$ cat src/rtl/serial_pkg.sv
// rtl/serial_pkg.sv - shared state encoding for the bit-serial adder sequencer
//
// Purpose: state type used by serial_adder_ctrl. Code 2'b11 is never
// produced; the FSM decodes it back to S_IDLE.
// Ports: none (package).

package serial_pkg;

    typedef enum logic [1:0] {
        S_IDLE = 2'b00,
        S_RUN  = 2'b01,
        S_DONE = 2'b10
    } state_t;

    localparam int MIN_WIDTH = 2;
    localparam int MAX_WIDTH = 32;

endpackage

$ cat src/rtl/full_adder.sv
// rtl/full_adder.sv - combinational 1-bit full adder from two half adders
//
// Purpose: {C,S} = x + y + z, shared cell reused every RUN cycle.
// Ports:
//   S  out  sum bit
//   C  out  carry-out
//   x  in   operand bit
//   y  in   operand bit
//   z  in   carry-in

module full_adder (
    output logic S,
    output logic C,
    input  logic x,
    input  logic y,
    input  logic z
);

    logic s_mid;
    logic c_lo;
    logic c_hi;

    half_adder u_ha_lo (
        .S (s_mid),
        .C (c_lo),
        .x (x),
        .y (y)
    );

    half_adder u_ha_hi (
        .S (S),
        .C (c_hi),
        .x (s_mid),
        .y (z)
    );

    // Both half-adder carries can never be 1 together, so OR is exact.
    assign C = c_lo | c_hi;

endmodule

$ cat src/rtl/half_adder.sv
// rtl/half_adder.sv - combinational 1-bit half adder
//
// Purpose: S = x ^ y, C = x & y. Building block of full_adder.
// Ports:
//   S  out  sum bit
//   C  out  carry bit
//   x  in   operand bit
//   y  in   operand bit

module half_adder (
    output logic S,
    output logic C,
    input  logic x,
    input  logic y
);

    assign S = x ^ y;
    assign C = x & y;

endmodule

$ cat src/rtl/serial_adder_ctrl.sv
// rtl/serial_adder_ctrl.sv - bit-serial adder sequencer (LSB first, one FA cell)
//
// Purpose: adds two WIDTH-bit operands over WIDTH RUN cycles through a single
// full_adder, carry held in a flip-flop. IDLE -> RUN -> DONE -> IDLE.
// Ports:
//   clk    in   clock, rising edge
//   rst_n  in   asynchronous active-low reset
//   start  in   request, sampled only in IDLE
//   a, b   in   WIDTH-bit operands, captured on accepted start
//   cin    in   carry-in, captured on accepted start
//   busy   out  high in RUN and DONE
//   done   out  one-cycle pulse, sum/cout valid
//   sum    out  WIDTH-bit result, held until next accepted start
//   cout   out  final carry-out, same hold rule as sum

module serial_adder_ctrl
    import serial_pkg::*;
#(
    parameter int WIDTH = 4
) (
    input  logic             clk,
    input  logic             rst_n,
    input  logic             start,
    input  logic [WIDTH-1:0] a,
    input  logic [WIDTH-1:0] b,
    input  logic             cin,
    output logic             busy,
    output logic             done,
    output logic [WIDTH-1:0] sum,
    output logic             cout
);

    localparam int               CNT_W   = $clog2(WIDTH);
    localparam logic [CNT_W-1:0] CNT_MAX = CNT_W'(WIDTH - 1);

    state_t           state;
    logic [WIDTH-1:0] a_sr;
    logic [WIDTH-1:0] b_sr;
    logic             carry;
    logic [CNT_W-1:0] cnt;
    logic             fa_s;
    logic             fa_c;

    full_adder u_fa (
        .S (fa_s),
        .C (fa_c),
        .x (a_sr[0]),
        .y (b_sr[0]),
        .z (carry)
    );

    // Control only depends on start/cnt/state, so X operands reach sum alone.
    always_ff @(posedge clk or negedge rst_n) begin
        if (!rst_n) begin
            state <= S_IDLE;
            busy  <= 1'b0;
            done  <= 1'b0;
            sum   <= '0;
            cout  <= 1'b0;
            a_sr  <= '0;
            b_sr  <= '0;
            carry <= 1'b0;
            cnt   <= '0;
        end else begin
            done <= 1'b0;
            case (state)
                S_IDLE: begin
                    if (start) begin
                        a_sr  <= a;
                        b_sr  <= b;
                        carry <= cin;
                        cnt   <= '0;
                        sum   <= '0;
                        busy  <= 1'b1;
                        state <= S_RUN;
                    end
                end
                S_RUN: begin
                    // Result bits enter at the MSB and move down, so after
                    // WIDTH shifts bit 0 holds the first (LSB) sum bit.
                    sum   <= {fa_s, sum[WIDTH-1:1]};
                    a_sr  <= {1'b0, a_sr[WIDTH-1:1]};
                    b_sr  <= {1'b0, b_sr[WIDTH-1:1]};
                    carry <= fa_c;
                    if (cnt == CNT_MAX) begin
                        cout  <= fa_c;
                        done  <= 1'b1;
                        state <= S_DONE;
                    end else begin
                        cnt <= cnt + CNT_W'(1);
                    end
                end
                S_DONE: begin
                    busy  <= 1'b0;
                    state <= S_IDLE;
                end
                default: begin
                    busy  <= 1'b0;
                    state <= S_IDLE;
                end
            endcase
        end
    end

endmodule

$ cat config.mk
export PLATFORM = sky130hd
export DESIGN_NAME = serial_adder_ctrl
export DESIGN_NICKNAME = d
export VERILOG_FILES = /design/src/rtl/serial_pkg.sv /design/src/rtl/full_adder.sv /design/src/rtl/half_adder.sv /design/src/rtl/serial_adder_ctrl.sv
export SDC_FILE = /design/constraint.sdc
export NUM_CORES = 1
export LEC_CHECK = 0
export ABC_CLOCK_PERIOD_IN_PS = 3930
export BUFFER_PORTS_ARGS = -buffer_cell sky130_fd_sc_hd__buf_4
export CORE_MARGIN = 3
export CORE_UTILIZATION = 40
export DETAILED_ROUTE_END_ITERATION = 8
export HOLD_SLACK_MARGIN = 0.03
export SLEW_MARGIN = 0
export SYNTH_ARGS = -nofsm -noshare
export SYNTH_HDL_FRONTEND = slang
export SYNTH_SLANG_ARGS = --single-unit
$ cat constraint.sdc
create_clock -name clk -period 3.93 [get_ports clk]
set_input_delay 0.786 -clock clk [delete_from_list [all_inputs] [get_ports clk]]
set_output_delay 0.786 -clock clk [all_outputs]
set_load 0.02 [all_outputs]
---- After elaboration in Yosys (flattened, before gate mapping) ----
Cells that the tools add are included.
cells by class
  add/subtract/negate cells ............... 1
  eq/ne operators ......................... 5
  multiplexer cells ....................... 18
  bitwise gates (word level) .............. 6
  reduce and logical (&&, ||, !) cells .... 7
operators by type and width
  cell                                                  number
  one-hot mux 4 bit (2 select lines)                    3
  2-to-1 mux 4 bit                                      3
  2-to-1 mux 2 bit                                      4
  one-hot mux 2 bit (2 select lines)                    2
  AND reduction 2 bit                                   4
  != test 2 bit (second input constant)                 3
  2-to-1 mux 1 bit                                      4
  one-hot mux 1 bit (2 select lines)                    2
  AND reduction 3 bit                                   1
  adder 2 x 1 -> 2 bit (second input constant)          1
  AND 1 bit                                             2
  equality test 2 x 1 -> 1 bit (second input constant)  1
  equality test 2 bit (second input constant)           1
  zero test 2 bit                                       1
  nonzero test 2 bit                                    1
  XOR 1 bit                                             2
  NOT 1 bit                                             1
  bitwise OR 1 bit                                      1
word-level totals
  bits in registers ....................... 20
  bits of input ports ..................... 12
  output and inout port bits .............. 7

---- Longest topological paths before layout ----
  word-level depth ........................ 4
  gate-level depth with buffers ........... 4

---- Hierarchy ----
From an unflattened synthesis, not the netlist that was laid out.
unflattened totals
  cell total of the unflattened synthesis .. 75
  area, all modules ....................... 883.3 µm²
modules (own cells, without submodules)
  module             times used  cells each  area each (µm²)  seq. area each (µm²)
  serial_adder_ctrl  1           72          852.1            500.5
  half_adder         2           1           12.5             0.0
  full_adder         1           1           6.3              0.0

---- Worst setup path before layout ----
No wires, ideal clock.
  kind .................................... input to register
  start point ............................. in start
  end point ............................... reg a_sr[0]
  setup time .............................. 0.148 ns
  arrival time ............................ 1.384 ns
  data required time ...................... 3.782 ns
  setup slack ............................. 2.397 ns
  stages on the path ...................... 4
  buffers on the path ..................... 1
  cells stage by stage .................... buf_4 or2_2 o32ai_1 a221oi_1
on the way
  word-level cells in the longest chain between the ends .. 2
ends and longest elaborated chain
  item                           line                     text
  from (decl)                    serial_adder_ctrl.sv:23  input logic start,
  != test 2 bit (no line)        --
  AND reduction 2 bit (no line)  --
  to (signal assigned)           serial_adder_ctrl.sv:82  a_sr <= {1'b0, a_sr[WIDTH-1:1]};
  to (decl)                      serial_adder_ctrl.sv:37  logic [WIDTH-1:0] a_sr;
Every way passes these cells.
A chain may end at the register's enable or synchronous reset.

---- Worst setup path in the final report ----
  start point ............................. reg sum[3]
  end point ............................... out sum[3]
RTL lines
  item                    line                     text
  from (decl)             serial_adder_ctrl.sv:29  output logic [WIDTH-1:0] sum,
  from (signal assigned)  serial_adder_ctrl.sv:81  sum <= {fa_s, sum[WIDTH-1:1]};
No word-level cell between the ends.

==> summary.txt <==
initial antenna violation count = 0
Worst-Skew Late Latency = 0.30 ns
grt total ovfl = 0
Finished Core Util = 53.19%
root buffer cell = clkbuf_4
first-pass GRT wire length = 3208 um
count of port buffers added during placement = 18
number of synthesized flops with an enable pin = 0
Post-CTS Resized = 0
worst reg2reg path depth = 3
TritonCTS clock tree = done
die area = 2829 um^2
top cells by area, synth = dfrtp_1 (56%), o22ai_1 (5.6%), a21oi_1 (4.5%), inv_1 (2.9%), a22o_1 (2.9%)
Worst setup SP type = flip-flop
Area Overhead vs Synth = 21.91%
synthesized instance count = 81
count of cell types in the netlist = 25
final-stage net count = 115
clock transition at the registers of the reported paths = 0.12 ns
core box area = 2042 um^2
most numerous cell in the Yosys netlist = dfrtp_1
TritonCTS Buffers = 3
Lkg Pwr = 0.5098 nW
DRT antenna net count = 0
RSZ-0062 raised after global routing = no
io pins = 19
ANT cells = 0
Levels on crit path = 1
RD Place Congestion = 0.7443
Mapped Area = 890.9 um^2
Max rail drop VDD = 0.3407 mV
CP max-delay cell = dfrtp_1
largest net degree at the start of global routing = 21
setup slack at placement = 2.294 ns
Hold WC Path Type = in -> async
hold slack = 0.3381 ns
status = finished, final reports clean
Setup TNS = 0 ns
clock sink count = 20
async set or reset register ratio after synthesis = 100.0%
CTS Hold Bufs = 0
DRT iter0 DRCs = 4
share of post-route cells with drive strength above 1 = 24.00%
CP delay by family, top = flip-flops
fin crit period = 1.671 ns
worst path bufs/invs = 1
Detailed Route WL = 1794 um
Max Freq = 598.4 MHz
Fillers = 210
FP Rows = 16
relative max-transition margin = 70.68%
Final Max Slew Viols = 0
hpwl dp = 1290 um
commonest register cell after synthesis = dfrtp_1
period utilisation layout = 42.52%
drt pass-1 iters = 2
clk_skew = 0.004588 ns
postcts setup bufs = 0
Pwr Density = 839.1 nW/um^2
vias in the first global route = 726
routed vias/inst = 5.449
synth cell count leaders = dfrtp_1 (20), a21oi_1 (8), o22ai_1 (8), inv_1 (7), o21ai_0 (5)
per-cell routed wire length = 14.13 um
Worst path max stage delay = 0.42 ns
critical path arrival = 0.89 ns
critical path peak fanout = 3
Die H = 53.19 um
final setup violation count = 0
H-tree depth = 1
Max Root-Sink Buffers = 2
Design Area, Final = 1086 um^2
total track usage = 15.64%
Hold Fails Final Rpt = 0
via count = 692
Yosys reg bits = 20
initial core utilization = 43.63%
syn_nets = 95
sequential share of the synthesized area = 56.18%
measured slew at the worst slew-check pin = 0.4389 ns
Die Width = 53.19 um
Max Cap Viol = 0
post-synth top area cell = dfrtp_1
post-route setup slack = 2.259 ns
CP Capture Type = primary output
Worst EP required = 3.14 ns
Avg Inst Size Synth = 11.00 um^2
Yosys top cell area share = 56.18%
yosys synthesis warning count = 0
DRC Markers = 0
CP Cell Sequence = buf_4
Post-DP Area = 1033 um^2
Crit Path Category = reg -> out
==> final cells by class <==
class                           count  area, um^2  share of cell area (%)
Clock buffer                        3       22.52                   2.074
Clock inverter                      1       30.03                   2.765
Inverter                            7       26.28                   2.419
Multi-Input combinational cell     51       337.8                   31.11
Sequential cell                    20       500.5                   46.08
Tap cell                           27       33.78                   3.111
Timing Repair Buffer               18       135.1                   12.44
==> final timing paths <==
check	start	to	slack, ns
max	sum[3]	sum[3]	2.26
min reg2reg	b_sr[3]	b_sr[3]	0.51
max reg2reg	state[0]	cout	2.46
max in group asynchronous	rst_n	b_sr[1]	3.39
min in group clk	b_sr[3]	b_sr[3]	0.51
min	rst_n	cnt[1]	0.34
==> where the power goes <==
part	leakage [nW]	total [W]	internal, W	switching (W)
clock	0.0279	0.000167	0.000103	0.0000644
sequential	0.245	0.000376	0.000298	0.0000783
combinational	0.237	0.000368	0.000165	0.000203
total	0.510	0.000911	0.000566	0.000346
==> kinds of logic (layout without fill, tap and decap cells) <==
group | count (synthesis) | count (layout) | share of synthesized area [%]
multiplexers | 1 | 1 | 1.124
AND/OR/NAND/NOR | 16 | 16 | 9.549
flip-flops | 20 | 20 | 56.18
adder cells (fa/ha/maj) | 2 | 2 | 3.652
buffers and inverters | 10 | 29 | 5.899
AO/OA/AOI/OAI | 32 | 32 | 23.60
==> cell usage in the layout (no fill, tap or decap), types with 2 or more instances in the layout <==
cell type	count
a21oi_1	8
a221oi_1	2
a22o_1	3
and2_1	2
buf_4	18
clkbuf_4	3
dfrtp_1	20
inv_1	7
nand2_1	4
nand2b_1	2
nor2_1	3
nor2b_1	2
o21ai_0	5
o22ai_1	8
o32ai_1	2
==> per-layer routing <==
metal | GRT usage (%) | wire length [um] | up-vias | part of all wire [%]
met5 | 0 | 0 | - | 0
met4 | 6.383 | 13 | 0 | 0.72
met2 | 26.03 | 863 | 8 | 48
li1 | - | - | 336 | -
met3 | 3.662 | 61 | 2 | 3.4
met1 | 19.32 | 856 | 346 | 48
==> state kept, by name (all words and copies together) (netlist names) <==
signal and flops:
state 2, done 1, busy 1, a_sr 4, carry 1, b_sr 4, cout 1, cnt 2
sum 4
==> stage by stage <==
stage / instances / power [W]
global placement: 123 / 0.0007424
detailed placement: 123 / 0.0007511
finish: 127 / 0.0009113
CTS: 127 / 0.0009219
floorplan: 81 / 0.0006334
global route: 127 / 0.0009957
Power figures use the tool's default switching activity.
